--- src/rtl/sa2x2_ctrl_if.sv ---
// Host/array signal bundle for the 2x2 weight-stationary array controller.
// slave is the controller's view; master is the host plus array side.
interface sa2x2_ctrl_if;
    logic       start;
    logic       busy;
    logic       done;
    logic [7:0] w00;
    logic [7:0] w01;
    logic [7:0] w10;
    logic [7:0] w11;
    logic       act_valid;
    logic       act_ready;
    logic [7:0] act_a0;
    logic [7:0] act_a1;
    logic       act_last;
    logic       res_valid;
    logic [7:0] res_y0;
    logic [7:0] res_y1;
    logic       res_last;
    logic       sa_clear;
    logic       sa_weight_load;
    logic [7:0] sa_w_in1;
    logic [7:0] sa_w_in2;
    logic [7:0] sa_act_in1;
    logic [7:0] sa_act_in2;
    logic [7:0] sa_psum_in1;
    logic [7:0] sa_psum_in2;
    logic [7:0] sa_psum_out1;
    logic [7:0] sa_psum_out2;

    modport slave (
        input  start, w00, w01, w10, w11,
        input  act_valid, act_a0, act_a1, act_last,
        input  sa_psum_out1, sa_psum_out2,
        output busy, done, act_ready,
        output res_valid, res_y0, res_y1, res_last,
        output sa_clear, sa_weight_load, sa_w_in1, sa_w_in2,
        output sa_act_in1, sa_act_in2, sa_psum_in1, sa_psum_in2
    );

    modport master (
        output start, w00, w01, w10, w11,
        output act_valid, act_a0, act_a1, act_last,
        output sa_psum_out1, sa_psum_out2,
        input  busy, done, act_ready,
        input  res_valid, res_y0, res_y1, res_last,
        input  sa_clear, sa_weight_load, sa_w_in1, sa_w_in2,
        input  sa_act_in1, sa_act_in2, sa_psum_in1, sa_psum_in2
    );
endinterface

--- src/rtl/sa2x2_ctrl.sv ---
// Job controller for a 2x2 weight-stationary systolic array: loads weights,
// skews activations in, deskews partial sums out with a fixed 5-cycle latency.
module sa2x2_ctrl (
    input logic        clk,
    input logic        rst,
    sa2x2_ctrl_if.slave bus
);

    typedef enum logic [2:0] {
        StIdle, StClear, StLoad0, StLoad1, StStream, StDrain, StDone
    } state_e;

    state_e     state_q, state_d;
    logic [7:0] w00_q, w01_q, w10_q, w11_q;

    // One entry per issued slot: valid/last travel alongside the skewed data.
    logic       v1_q, v2_q, v3_q, v4_q;
    logic       l1_q, l2_q, l3_q, l4_q;
    logic [7:0] a0_s1_q, a1_s1_q, a1_s2_q, y0_s4_q;

    logic       res_valid_q, res_last_q;
    logic [7:0] res_y0_q, res_y1_q;

    logic       busy, done, act_ready, sa_clear, sa_weight_load;
    logic [7:0] sa_w_in1, sa_w_in2;
    logic       accept;

    assign accept = act_ready & bus.act_valid;

    always_comb begin
        state_d        = state_q;
        busy           = 1'b0;
        done           = 1'b0;
        act_ready      = 1'b0;
        sa_clear       = 1'b0;
        sa_weight_load = 1'b0;
        sa_w_in1       = 8'd0;
        sa_w_in2       = 8'd0;
        unique case (state_q)
            StIdle: begin
                if (bus.start) state_d = StClear;
            end
            StClear: begin
                busy     = 1'b1;
                sa_clear = 1'b1;
                state_d  = StLoad0;
            end
            StLoad0: begin
                busy           = 1'b1;
                sa_weight_load = 1'b1;
                sa_w_in1       = w10_q;
                sa_w_in2       = w11_q;
                state_d        = StLoad1;
            end
            StLoad1: begin
                busy           = 1'b1;
                sa_weight_load = 1'b1;
                sa_w_in1       = w00_q;
                sa_w_in2       = w01_q;
                state_d        = StStream;
            end
            StStream: begin
                busy      = 1'b1;
                act_ready = 1'b1;
                if (bus.act_valid && bus.act_last) state_d = StDrain;
            end
            StDrain: begin
                busy = 1'b1;
                if (res_valid_q && res_last_q) state_d = StDone;
            end
            StDone: begin
                done    = 1'b1;
                state_d = StIdle;
            end
            default: state_d = StIdle;
        endcase
    end

    always_ff @(posedge clk) begin
        if (!rst) begin
            state_q     <= StIdle;
            w00_q       <= 8'd0;
            w01_q       <= 8'd0;
            w10_q       <= 8'd0;
            w11_q       <= 8'd0;
            v1_q        <= 1'b0;
            v2_q        <= 1'b0;
            v3_q        <= 1'b0;
            v4_q        <= 1'b0;
            l1_q        <= 1'b0;
            l2_q        <= 1'b0;
            l3_q        <= 1'b0;
            l4_q        <= 1'b0;
            a0_s1_q     <= 8'd0;
            a1_s1_q     <= 8'd0;
            a1_s2_q     <= 8'd0;
            y0_s4_q     <= 8'd0;
            res_valid_q <= 1'b0;
            res_last_q  <= 1'b0;
            res_y0_q    <= 8'd0;
            res_y1_q    <= 8'd0;
        end else begin
            state_q <= state_d;
            if (state_q == StIdle && bus.start) begin
                w00_q <= bus.w00;
                w01_q <= bus.w01;
                w10_q <= bus.w10;
                w11_q <= bus.w11;
            end
            // Bubble slots carry zero activations into the array.
            v1_q    <= accept;
            l1_q    <= accept & bus.act_last;
            a0_s1_q <= accept ? bus.act_a0 : 8'd0;
            a1_s1_q <= accept ? bus.act_a1 : 8'd0;
            v2_q    <= v1_q;
            l2_q    <= l1_q;
            a1_s2_q <= a1_s1_q;
            v3_q    <= v2_q;
            l3_q    <= l2_q;
            v4_q    <= v3_q;
            l4_q    <= l3_q;
            if (v3_q) y0_s4_q <= bus.sa_psum_out1;
            res_valid_q <= v4_q;
            res_last_q  <= l4_q;
            if (v4_q) begin
                res_y0_q <= y0_s4_q;
                res_y1_q <= bus.sa_psum_out2;
            end
        end
    end

    assign bus.busy           = busy;
    assign bus.done           = done;
    assign bus.act_ready      = act_ready;
    assign bus.res_valid      = res_valid_q;
    assign bus.res_last       = res_last_q;
    assign bus.res_y0         = res_y0_q;
    assign bus.res_y1         = res_y1_q;
    assign bus.sa_clear       = sa_clear;
    assign bus.sa_weight_load = sa_weight_load;
    assign bus.sa_w_in1       = sa_w_in1;
    assign bus.sa_w_in2       = sa_w_in2;
    assign bus.sa_act_in1     = a0_s1_q;
    assign bus.sa_act_in2     = a1_s2_q;
    assign bus.sa_psum_in1    = 8'd0;
    assign bus.sa_psum_in2    = 8'd0;

endmodule

--- src/flat_wrapper.sv ---
// flat-port wrapper written by rule: the top's interface ports become plain ports
module sa2x2_ctrl_flat 
  (clk, rst, bus_start, bus_w00, bus_w01, bus_w10, bus_w11, bus_act_valid, bus_act_a0, bus_act_a1, bus_act_last, bus_sa_psum_out1, bus_sa_psum_out2, bus_busy, bus_done, bus_act_ready, bus_res_valid, bus_res_y0, bus_res_y1, bus_res_last, bus_sa_clear, bus_sa_weight_load, bus_sa_w_in1, bus_sa_w_in2, bus_sa_act_in1, bus_sa_act_in2, bus_sa_psum_in1, bus_sa_psum_in2);
  sa2x2_ctrl_if bus_i ();
  input logic clk;
  input logic rst;
  input wire logic [$bits(bus_i.start)-1:0] bus_start;
  input wire logic [$bits(bus_i.w00)-1:0] bus_w00;
  input wire logic [$bits(bus_i.w01)-1:0] bus_w01;
  input wire logic [$bits(bus_i.w10)-1:0] bus_w10;
  input wire logic [$bits(bus_i.w11)-1:0] bus_w11;
  input wire logic [$bits(bus_i.act_valid)-1:0] bus_act_valid;
  input wire logic [$bits(bus_i.act_a0)-1:0] bus_act_a0;
  input wire logic [$bits(bus_i.act_a1)-1:0] bus_act_a1;
  input wire logic [$bits(bus_i.act_last)-1:0] bus_act_last;
  input wire logic [$bits(bus_i.sa_psum_out1)-1:0] bus_sa_psum_out1;
  input wire logic [$bits(bus_i.sa_psum_out2)-1:0] bus_sa_psum_out2;
  output wire logic [$bits(bus_i.busy)-1:0] bus_busy;
  output wire logic [$bits(bus_i.done)-1:0] bus_done;
  output wire logic [$bits(bus_i.act_ready)-1:0] bus_act_ready;
  output wire logic [$bits(bus_i.res_valid)-1:0] bus_res_valid;
  output wire logic [$bits(bus_i.res_y0)-1:0] bus_res_y0;
  output wire logic [$bits(bus_i.res_y1)-1:0] bus_res_y1;
  output wire logic [$bits(bus_i.res_last)-1:0] bus_res_last;
  output wire logic [$bits(bus_i.sa_clear)-1:0] bus_sa_clear;
  output wire logic [$bits(bus_i.sa_weight_load)-1:0] bus_sa_weight_load;
  output wire logic [$bits(bus_i.sa_w_in1)-1:0] bus_sa_w_in1;
  output wire logic [$bits(bus_i.sa_w_in2)-1:0] bus_sa_w_in2;
  output wire logic [$bits(bus_i.sa_act_in1)-1:0] bus_sa_act_in1;
  output wire logic [$bits(bus_i.sa_act_in2)-1:0] bus_sa_act_in2;
  output wire logic [$bits(bus_i.sa_psum_in1)-1:0] bus_sa_psum_in1;
  output wire logic [$bits(bus_i.sa_psum_in2)-1:0] bus_sa_psum_in2;
  assign bus_i.start = bus_start;
  assign bus_i.w00 = bus_w00;
  assign bus_i.w01 = bus_w01;
  assign bus_i.w10 = bus_w10;
  assign bus_i.w11 = bus_w11;
  assign bus_i.act_valid = bus_act_valid;
  assign bus_i.act_a0 = bus_act_a0;
  assign bus_i.act_a1 = bus_act_a1;
  assign bus_i.act_last = bus_act_last;
  assign bus_i.sa_psum_out1 = bus_sa_psum_out1;
  assign bus_i.sa_psum_out2 = bus_sa_psum_out2;
  assign bus_busy = bus_i.busy;
  assign bus_done = bus_i.done;
  assign bus_act_ready = bus_i.act_ready;
  assign bus_res_valid = bus_i.res_valid;
  assign bus_res_y0 = bus_i.res_y0;
  assign bus_res_y1 = bus_i.res_y1;
  assign bus_res_last = bus_i.res_last;
  assign bus_sa_clear = bus_i.sa_clear;
  assign bus_sa_weight_load = bus_i.sa_weight_load;
  assign bus_sa_w_in1 = bus_i.sa_w_in1;
  assign bus_sa_w_in2 = bus_i.sa_w_in2;
  assign bus_sa_act_in1 = bus_i.sa_act_in1;
  assign bus_sa_act_in2 = bus_i.sa_act_in2;
  assign bus_sa_psum_in1 = bus_i.sa_psum_in1;
  assign bus_sa_psum_in2 = bus_i.sa_psum_in2;
  sa2x2_ctrl u_core (.clk(clk), .rst(rst), .bus(bus_i));
endmodule
--- config.mk ---
export PLATFORM = sky130hd
export DESIGN_NAME = sa2x2_ctrl_flat
export DESIGN_NICKNAME = d
export VERILOG_FILES = /design/src/rtl/sa2x2_ctrl_if.sv /design/src/rtl/sa2x2_ctrl.sv /design/src/flat_wrapper.sv
export SDC_FILE = /design/constraint.sdc
export NUM_CORES = 1
export LEC_CHECK = 0
export BUFFER_PORTS_ARGS = -buffer_cell sky130_fd_sc_hd__buf_2
export CAP_MARGIN = 20
export CORE_MARGIN = 2
export CORE_UTILIZATION = 52
export DETAILED_ROUTE_END_ITERATION = 8
export GPL_TIMING_DRIVEN = 0
export PLACE_DENSITY = 0.85
export SETUP_SLACK_MARGIN = 0.1
export SYNTH_ARGS = -nofsm -noshare
export SYNTH_HDL_FRONTEND = slang
export SYNTH_SLANG_ARGS = --single-unit
--- constraint.sdc ---
create_clock -name clk -period 3.3 [get_ports clk]
set_input_delay 0.33 -clock clk [delete_from_list [all_inputs] [get_ports clk]]
set_output_delay 0.33 -clock clk [all_outputs]
set_load 0.01 [all_outputs]
# Word level (Yosys, flattened, before mapping)
# Index checks and enable logic that the tools add are counted.
# Widths: inputs -> output; s select.
[word_totals] register_bits=93 out_inout_bits=71
[op_classes] eq_ne=9 mux=11 n_bitwise=2 reduce_logical=8
[ops] cell="$pmux 8 s2" n=2
[ops] cell="$pmux 3 s6" n=1
[ops] cell="$eq 3x3->1 const B" n=3
[ops] cell="$mux 3" n=3
[ops] cell="$eq 3x2->1 const B" n=2
[ops] cell="$mux 1" n=5
[ops] cell="$reduce_or 5->1" n=1
[ops] cell="$ne 2x1->1 const B" n=2
[ops] cell="$eq 3x1->1 const B" n=1
[ops] cell="$logic_and 1x1->1" n=3
[ops] cell="$logic_not 3->1" n=1
[ops] cell="$reduce_and 3->1" n=1
[ops] cell="$and 1x1->1" n=2
[ops] cell="$ne 2x2->1 const B" n=1
[ops] cell="$reduce_and 2->1" n=1
[ops] cell="$reduce_or 2->1" n=1

# Longest topological paths before layout
# Gate-level depths: netlist of run 1.
[depth] depth_word=4 depth_mapped=6

# Worst setup path before layout of run 1
# Ideal clock, no wire load.
[synth_path] path_kind="register -> output" from="register u_core.state_q[1]" to="output bus_sa_w_in1[4]" t_arrival_ns=1.103 required_ns=2.970 slack_ns=1.867 path_stages_with_launch=6 path_cell_list="dfxtp_1 -> buf_2 -> nand2b_1 -> buf_2 -> buf_2 -> nor2_1"
[synth_between] elab_chain_len=2 word_cells_on_any_way=3
[synth_rtl] element="start, declared" line="sa2x2_ctrl.sv:13" rtl="state_e state_q, state_d;"
[synth_rtl] element="start signal, assigned" line="sa2x2_ctrl.sv:81" rtl="state_q <= StIdle;"
[synth_rtl] element="start signal, assigned" line="sa2x2_ctrl.sv:103" rtl="state_q <= state_d;"
[synth_rtl] element="$eq 3x2->1" line="sa2x2_ctrl.sv:39" rtl="unique case (state_q)"
[synth_rtl] element="$pmux 8 s2 *" line="sa2x2_ctrl.sv:39"
[synth_rtl] element="end, declared" line="flat_wrapper.sv:27" rtl="output wire logic [$bits(bus_i.sa_w_in1)-1:0] bus_sa_w_in1;"
# Every way passes the cells marked *; elsewhere a longest branch is shown, timed or not.

# Final worst setup path of run 1
[layout_path] from="register u_core.state_q[2]" to="output bus_sa_w_in2[3]"
[layout_between] elab_chain_len=2 word_cells_on_any_way=3
[layout_rtl] element="$eq 3x2->1" line="sa2x2_ctrl.sv:39"
[layout_rtl] element="$pmux 8 s2 *" line="sa2x2_ctrl.sv:39"
[layout_rtl] element="end, declared" line="flat_wrapper.sv:28" rtl="output wire logic [$bits(bus_i.sa_w_in2)-1:0] bus_sa_w_in2;"
# Marked as above.

==> out/qor.txt, run 1 <==
Ports -> 140
Post-synth top area share -> 52.1%
Synth async-reset ratio -> 0%
Switching part of the total -> 25.9%
Multi-input gate area -> 0.00147 mm2
Setup TNS -> 0 ns
Internal power -> 1650 uW
Hold_sp -> bus_act_a0[1]
Die width -> 86.9 um
WL per Instance -> 13.1 um
Number of endpoints failing setup at the final stage -> 0
Final HPWL DP -> 5790 um
Fin Hold WS -> 0.175 ns
Yosys warning total -> 0
# Post-CTS Setup Buffers -> 0
Filler instances -> 558
Root buf cell -> clkbuf_8
Fin nets -> 588
RR Endpoint -> u_core.w10_q[5]
Sequential area share after synthesis -> 52.1%
Place WS -> 1.63 ns
DIE AREA -> 0.00755 mm2
Vias per inst -> 4.89
Post-CTS Hold Fix Bufs -> 0
Global route overflow -> 0
Cell taking the most area after synthesis -> dfxtp_1
Fin crit share -> 62.3%
Min setup slack post-route -> 1.24 ns
WP data required -> 2.97 ns
Core area -> 0.00672 mm2
Final count of pins violating max slew -> 0
ANT cells -> 0
Least-Margin Pin Slew -> 0.635 ns
Yosys cell types -> 28
FMAX -> 486 MHz
Max-slew headroom -> 57.5%
CP arrival -> 1.73 ns
Clock latency on the worst-skew pair -> 0.35 ns
Sequential standard cell area -> 0.00186 mm2
CTS tree -> built
Rows -> 30
Initial antenna violation count -> 0
Max Clock Skew -> 0.00597 ns
Clock buffer depth -> 2
CP Class -> reg2out
Worst Hold End -> u_core.bus.sa_act_in1[1]
Initial core utilization -> 53.2%
Syn_area_per_cell -> 9.63 um2
Final WL -> 7890 um
Net Sw Power -> 578 uW
Clock power frac -> 33.3%
Clk pin slew, worst setup/hold paths -> 0.09 ns
Maximum level of the CTS H-tree -> 3
Share of layout cells above drive strength 1 -> 33.4%
Power, Total -> 2230 uW
Post-Synthesis Cells -> 371
Total number of vias -> 2,952
Antenna Violating Nets Remaining -> 0
Placed inst area -> 0.00434 mm2
Global-route wire length before repair -> 12,400 um
Setup crit end kind -> primary output
Number of clock sinks -> 93
Synth area leaders -> dfxtp_1 (52%), mux2i_1 (11%), and2_1 (5.8%), nand3_1 (4.6%), nor2b_1 (4.6%)
Most frequent cell after synthesis -> dfxtp_1
Pwr per Cell Area -> 491 mW/mm2
GP Congestion -> 0.834
Reg-to-reg setup timing slack -> 1.67 ns
I/O Buffers -> 122
Pin count of the biggest net entering global routing -> 17
Cell area after synthesis -> 0.00357 mm2
Vias in the first global route -> 2,859
Lkg Pwr -> 0.00205 uW
Die H -> 86.9 um
RSZ-0062 raised after global routing -> false
Area Overhead vs Synth -> 27.0%
GRT Total Usage -> 21.0%
Sequential power share -> 53.3%
Ys flop type -> dfxtp_1
Crit Path Max Fanout -> 10
Yosys reg bits -> 93
FF-to-FF path depth -> 4
Fin crit period -> 2.06 ns
Residual DRC -> 0
Crit path launch type -> register
Post-synth EDFFs -> 0
Status -> completed
Worst Hold Class -> in2reg
Initial DRC count -> 141
Cell area after layout -> 0.00454 mm2
Min-Delay Path Depth -> 2
Max-cap viol count -> 0
Peak VDD IR -> 351 uV
Worst reg2reg path startpoint -> u_core.state_q[0]
Total CTS buffers -> 9
Synth top cells by count -> dfxtp_1 (93), mux2i_1 (40), and2_1 (33), nand2_1 (33), nand3_1 (33)
# resized after CTS -> 0
DR pass1 iterations -> 4
Final hold violation count -> 0
Logic pwr share -> 13.3%
==> worst max path at each step <==
stage | start | end | slack (ns) | cells past startpoint
after floorplan | u_core.state_q[1] | bus_sa_w_in1[4] | 1.87 | 5
after global placement | u_core.state_q[2] | bus_sa_w_in1[5] | 1.67 | 6
after detailed placement | u_core.state_q[2] | bus_sa_w_in2[3] | 1.63 | 6
after CTS | u_core.state_q[2] | bus_sa_w_in2[3] | 1.24 | 6
after global routing | u_core.state_q[2] | bus_sa_w_in2[3] | 1.15 | 6
final | u_core.state_q[2] | bus_sa_w_in2[3] | 1.24 | 6
==> cells in the final DEF (no fill, tap or decap), types with 2 or more instances in the layout <==
cell and n:
clkbuf_2 3, nand2_1 33, nor2_1 18, nand2b_1 2, buf_2 131, nor2b_1 26
buf_4 18, clkinv_2 2, clkinv_4 2, o21ai_1 5, buf_6 5, o21ai_0 27
dfxtp_1 93, nor3b_1 2, nand3_1 33, clkbuf_1 11, and2_1 33, a21oi_1 2
mux2i_1 40, clkbuf_8 9, conb_1 16
==> metrics by stage <==
step / util [%] / instances
finish: 67.5 / 604
global route: 67.5 / 604
CTS: 67.5 / 604
detailed placement: 64.6 / 588
global placement: 64.6 / 588
floorplan: - / 386
==> worst max-delay path: stages, from the launching register on <==
cell and delay (ns):
dfxtp_1 0.38, buf_4 0.18, nand2b_1 0.11, buf_2 0.20, buf_2 0.28, nor2_1 0.08, buf_2 0.14
==> cell type report <==
class	instances	area share [%]
buffer	46	6.45
inverter	1	0.0827
clock buffer	9	2.73
timing repair buffer	122	13.5
clock inverter	7	1.63
sequential	93	41.0
tap	80	2.21
multi-input combinational	246	32.4
==> logic make-up (layout without fill, tap and decap cells) <==
group	Yosys count	count (layout)	synth area share, %
AND/OR/NAND/NOR	152	152	22.7
flip-flops	93	93	52.1
buffers and inverters	47	185	8.30
multiplexers	40	40	11.2
AO/OA/AOI/OAI	38	38	5.64
other	1	16	0.105
==> flip-flops by register name (all words and copies together), names as in the netlist, 3 cells and up <==
register and cells:
u_core.a1_s1_q 8, u_core.bus.res_y0 8, u_core.bus.res_y1 8, u_core.bus.sa_act_in1 8, u_core.bus.sa_act_in2 8, u_core.w00_q 8
u_core.w01_q 8, u_core.w10_q 8, u_core.w11_q 8, u_core.y0_s4_q 8, u_core.state_q 3
==> metal layers <==
layer | vias to the layer above | part of all wire, % | GRT usage [%]
li1 | 1482 | - | -
met1 | 1334 | 43 | 24.5
met2 | 115 | 49 | 36.5
met3 | 21 | 5.6 | 3.60
met4 | 0 | 2.7 | 11.8
met5 | - | 0 | 0
==> power by group through the flow <==
stage | logic [uW] | registers, uW | clock network, uW
finish | 297 | 1190 | 743
global route | 328 | 1190 | 804
CTS | 296 | 1190 | 754
detailed placement | 293 | 1210 | 0
global placement | 286 | 1210 | 0
floorplan | 197 | 1210 | 0
(Power assumes the default switching activity.)
==> run 2: changes to the inputs <==
- CORE_UTILIZATION: 52 -> 48
- PLACE_DENSITY: 0.85 -> 0.79
- clock period: 3.3 -> 2 ns (I/O delays scaled with it)
==> run 2 against run 1 <==
Worst hold slack worse by 0.13 ns. Power up 61%. Worst setup slack worse by 1.0 ns. First-iteration DRC count down 2.8%.
==> out/qor.txt, run 2 (synthesis gave the netlist of run 1 again) <==
CP Class -> reg2out
DIE AREA -> 0.00815 mm2
FMAX -> 559 MHz
Global-route wire length before repair -> 13,400 um
Vias in the first global route -> 2,925
Lkg Pwr -> 0.00205 uW
WL per Instance -> 12.9 um
Setup crit end kind -> primary output
Root buf cell -> clkbuf_8
Worst Hold Class -> in2reg
Final hold violation count -> 0
Maximum level of the CTS H-tree -> 3
Worst reg2reg path startpoint -> u_core.state_q[0]
CP arrival -> 1.59 ns
Max-slew headroom -> 53.2%
Number of clock sinks -> 93
CP max stage cell -> dfxtp_1
Max Clock Skew -> 0.00818 ns
Antenna Violating Nets Remaining -> 0
Final WL -> 8020 um
Global route overflow -> 0
Hold_sp -> bus_act_a1[3]
Place WS -> 0.364 ns
Peak VDD IR -> 383 uV
Crit path launch type -> register
Share of layout cells above drive strength 1 -> 33.2%
Rows -> 31
Delay-heaviest family, CP -> buffers and inverters
WP buf/inv -> 4
Total number of vias -> 2,928
CTS tree -> built
Power, Total -> 3580 uW
Most frequent cells in the layout -> buf_2 (128), dfxtp_1 (93), mux2i_1 (40)
Pin count of the biggest net entering global routing -> 16
I/O Buffers -> 122
Residual DRC -> 0
Status -> completed
CP startpoint -> u_core.state_q[2]
Clock latency on the worst-skew pair -> 0.35 ns
Total CTS buffers -> 9
DR pass1 iterations -> 4
Number of endpoints failing setup at the final stage -> 0
ANT cells -> 0
# Post-CTS Setup Buffers -> 0
Vias per inst -> 4.70
Pwr per Cell Area -> 787 mW/mm2
Final count of pins violating max slew -> 0
CP peak stage delay -> 0.34 ns
Fin crit period -> 1.79 ns
Final HPWL DP -> 5920 um
Initial antenna violation count -> 0
Initial core utilization -> 49.5%
Core area -> 0.00721 mm2
Clock buffer depth -> 2
Area Overhead vs Synth -> 27.5%
Max-cap viol count -> 0
RSZ-0062 raised after global routing -> false
Filler instances -> 641
Ports -> 140
Crit Path Max Fanout -> 10
Clk pin slew, worst setup/hold paths -> 0.09 ns
Critical-path cell list -> buf_4 -> nand2b_1 -> clkbuf_4 -> buf_6 -> nor2_1 -> buf_2
Fin crit share -> 89.5%
Die H -> 90.3 um
Commonest non-fill, non-tap cell in the layout -> buf_2
Initial DRC count -> 137
Fin nets -> 588
GP Congestion -> 0.821
Least-Margin Pin Slew -> 0.698 ns
WP data required -> 1.80 ns
GRT Total Usage -> 20.3%
Setup TNS -> 0 ns
Min setup slack post-route -> 0.210 ns
Die width -> 90.3 um
==> run 2: cell count changes in the layout (fill, tap and decap cells not counted) <==
| cell | before | now |
|---|---|---|
| clkinv_4 | 2 | 1 |
| clkbuf_4 | 0 | 1 |
| buf_2 | 131 | 128 |
| clkbuf_8 | 9 | 10 |
| bufinv_16 | 1 | 0 |
| buf_6 | 5 | 7 |
| clkbuf_1 | 11 | 12 |
==> run 2: per-layer routing <==
metal	vias up	track usage (%)	part of all wire (%)
li1	1479	-	-
met4	0	9.49	1.5
met3	9	3.51	6.5
met1	1334	25.9	45
met5	-	0	0
met2	106	33.5	47
==> run 2: worst register-to-register path, delay by kind of cell, from the launching register on <==
kind,cells,cell delay (ns)
AND/OR/NAND/NOR,1,0.60
flip-flops,1,0.32
AO/OA/AOI/OAI,1,0.12
buffers and inverters,2,0.47
==> run 2: power breakdown <==
group	switching, uW	leakage [uW]	internal [uW]	total, uW
Clock	632	0.0000897	489	1120
Sequential	39.6	0.000754	1920	1960
Combinational	273	0.00120	226	499
==> run 2: repair_timing <==
item	CTS	global route
hold buffers	0	0
setup endpoints to repair	10	10
resized for setup	1	5
==> run 2: layout make-up <==
class,count,area (um2),share of cell area [%]
multi-input combinational,246,1470,32.3
tap,99,124,2.72
sequential,93,1860,40.9
inverter,1,3.75,0.0824
buffer,46,308,6.76
timing repair buffer,122,611,13.4
clock buffer,11,141,3.10
clock inverter,5,35.0,0.769
==> run 2: metrics by stage <==
step,instance area [um2],util (%),hold slack [ns],instances
2_1_floorplan,3630,-,0.322,386
3_3_place_gp,4360,60.5,0.399,607
3_5_place_dp,4360,60.5,0.404,607
4_1_cts,4540,63.0,0.0239,623
5_1_grt,4560,63.1,0.0289,623
6_report,4560,63.1,0.0417,623
==> run 2: final timing paths <==
kind / end / slack [ns] / cells after the start
worst min register to register: u_core.bus.res_last / 0.43 / 1
worst max-delay path: bus_sa_w_in2[1] / 0.21 / 6
worst max register to register: u_core.w10_q[6] / 0.37 / 4
worst min-delay path: u_core.a1_s1_q[3] / 0.04 / 2
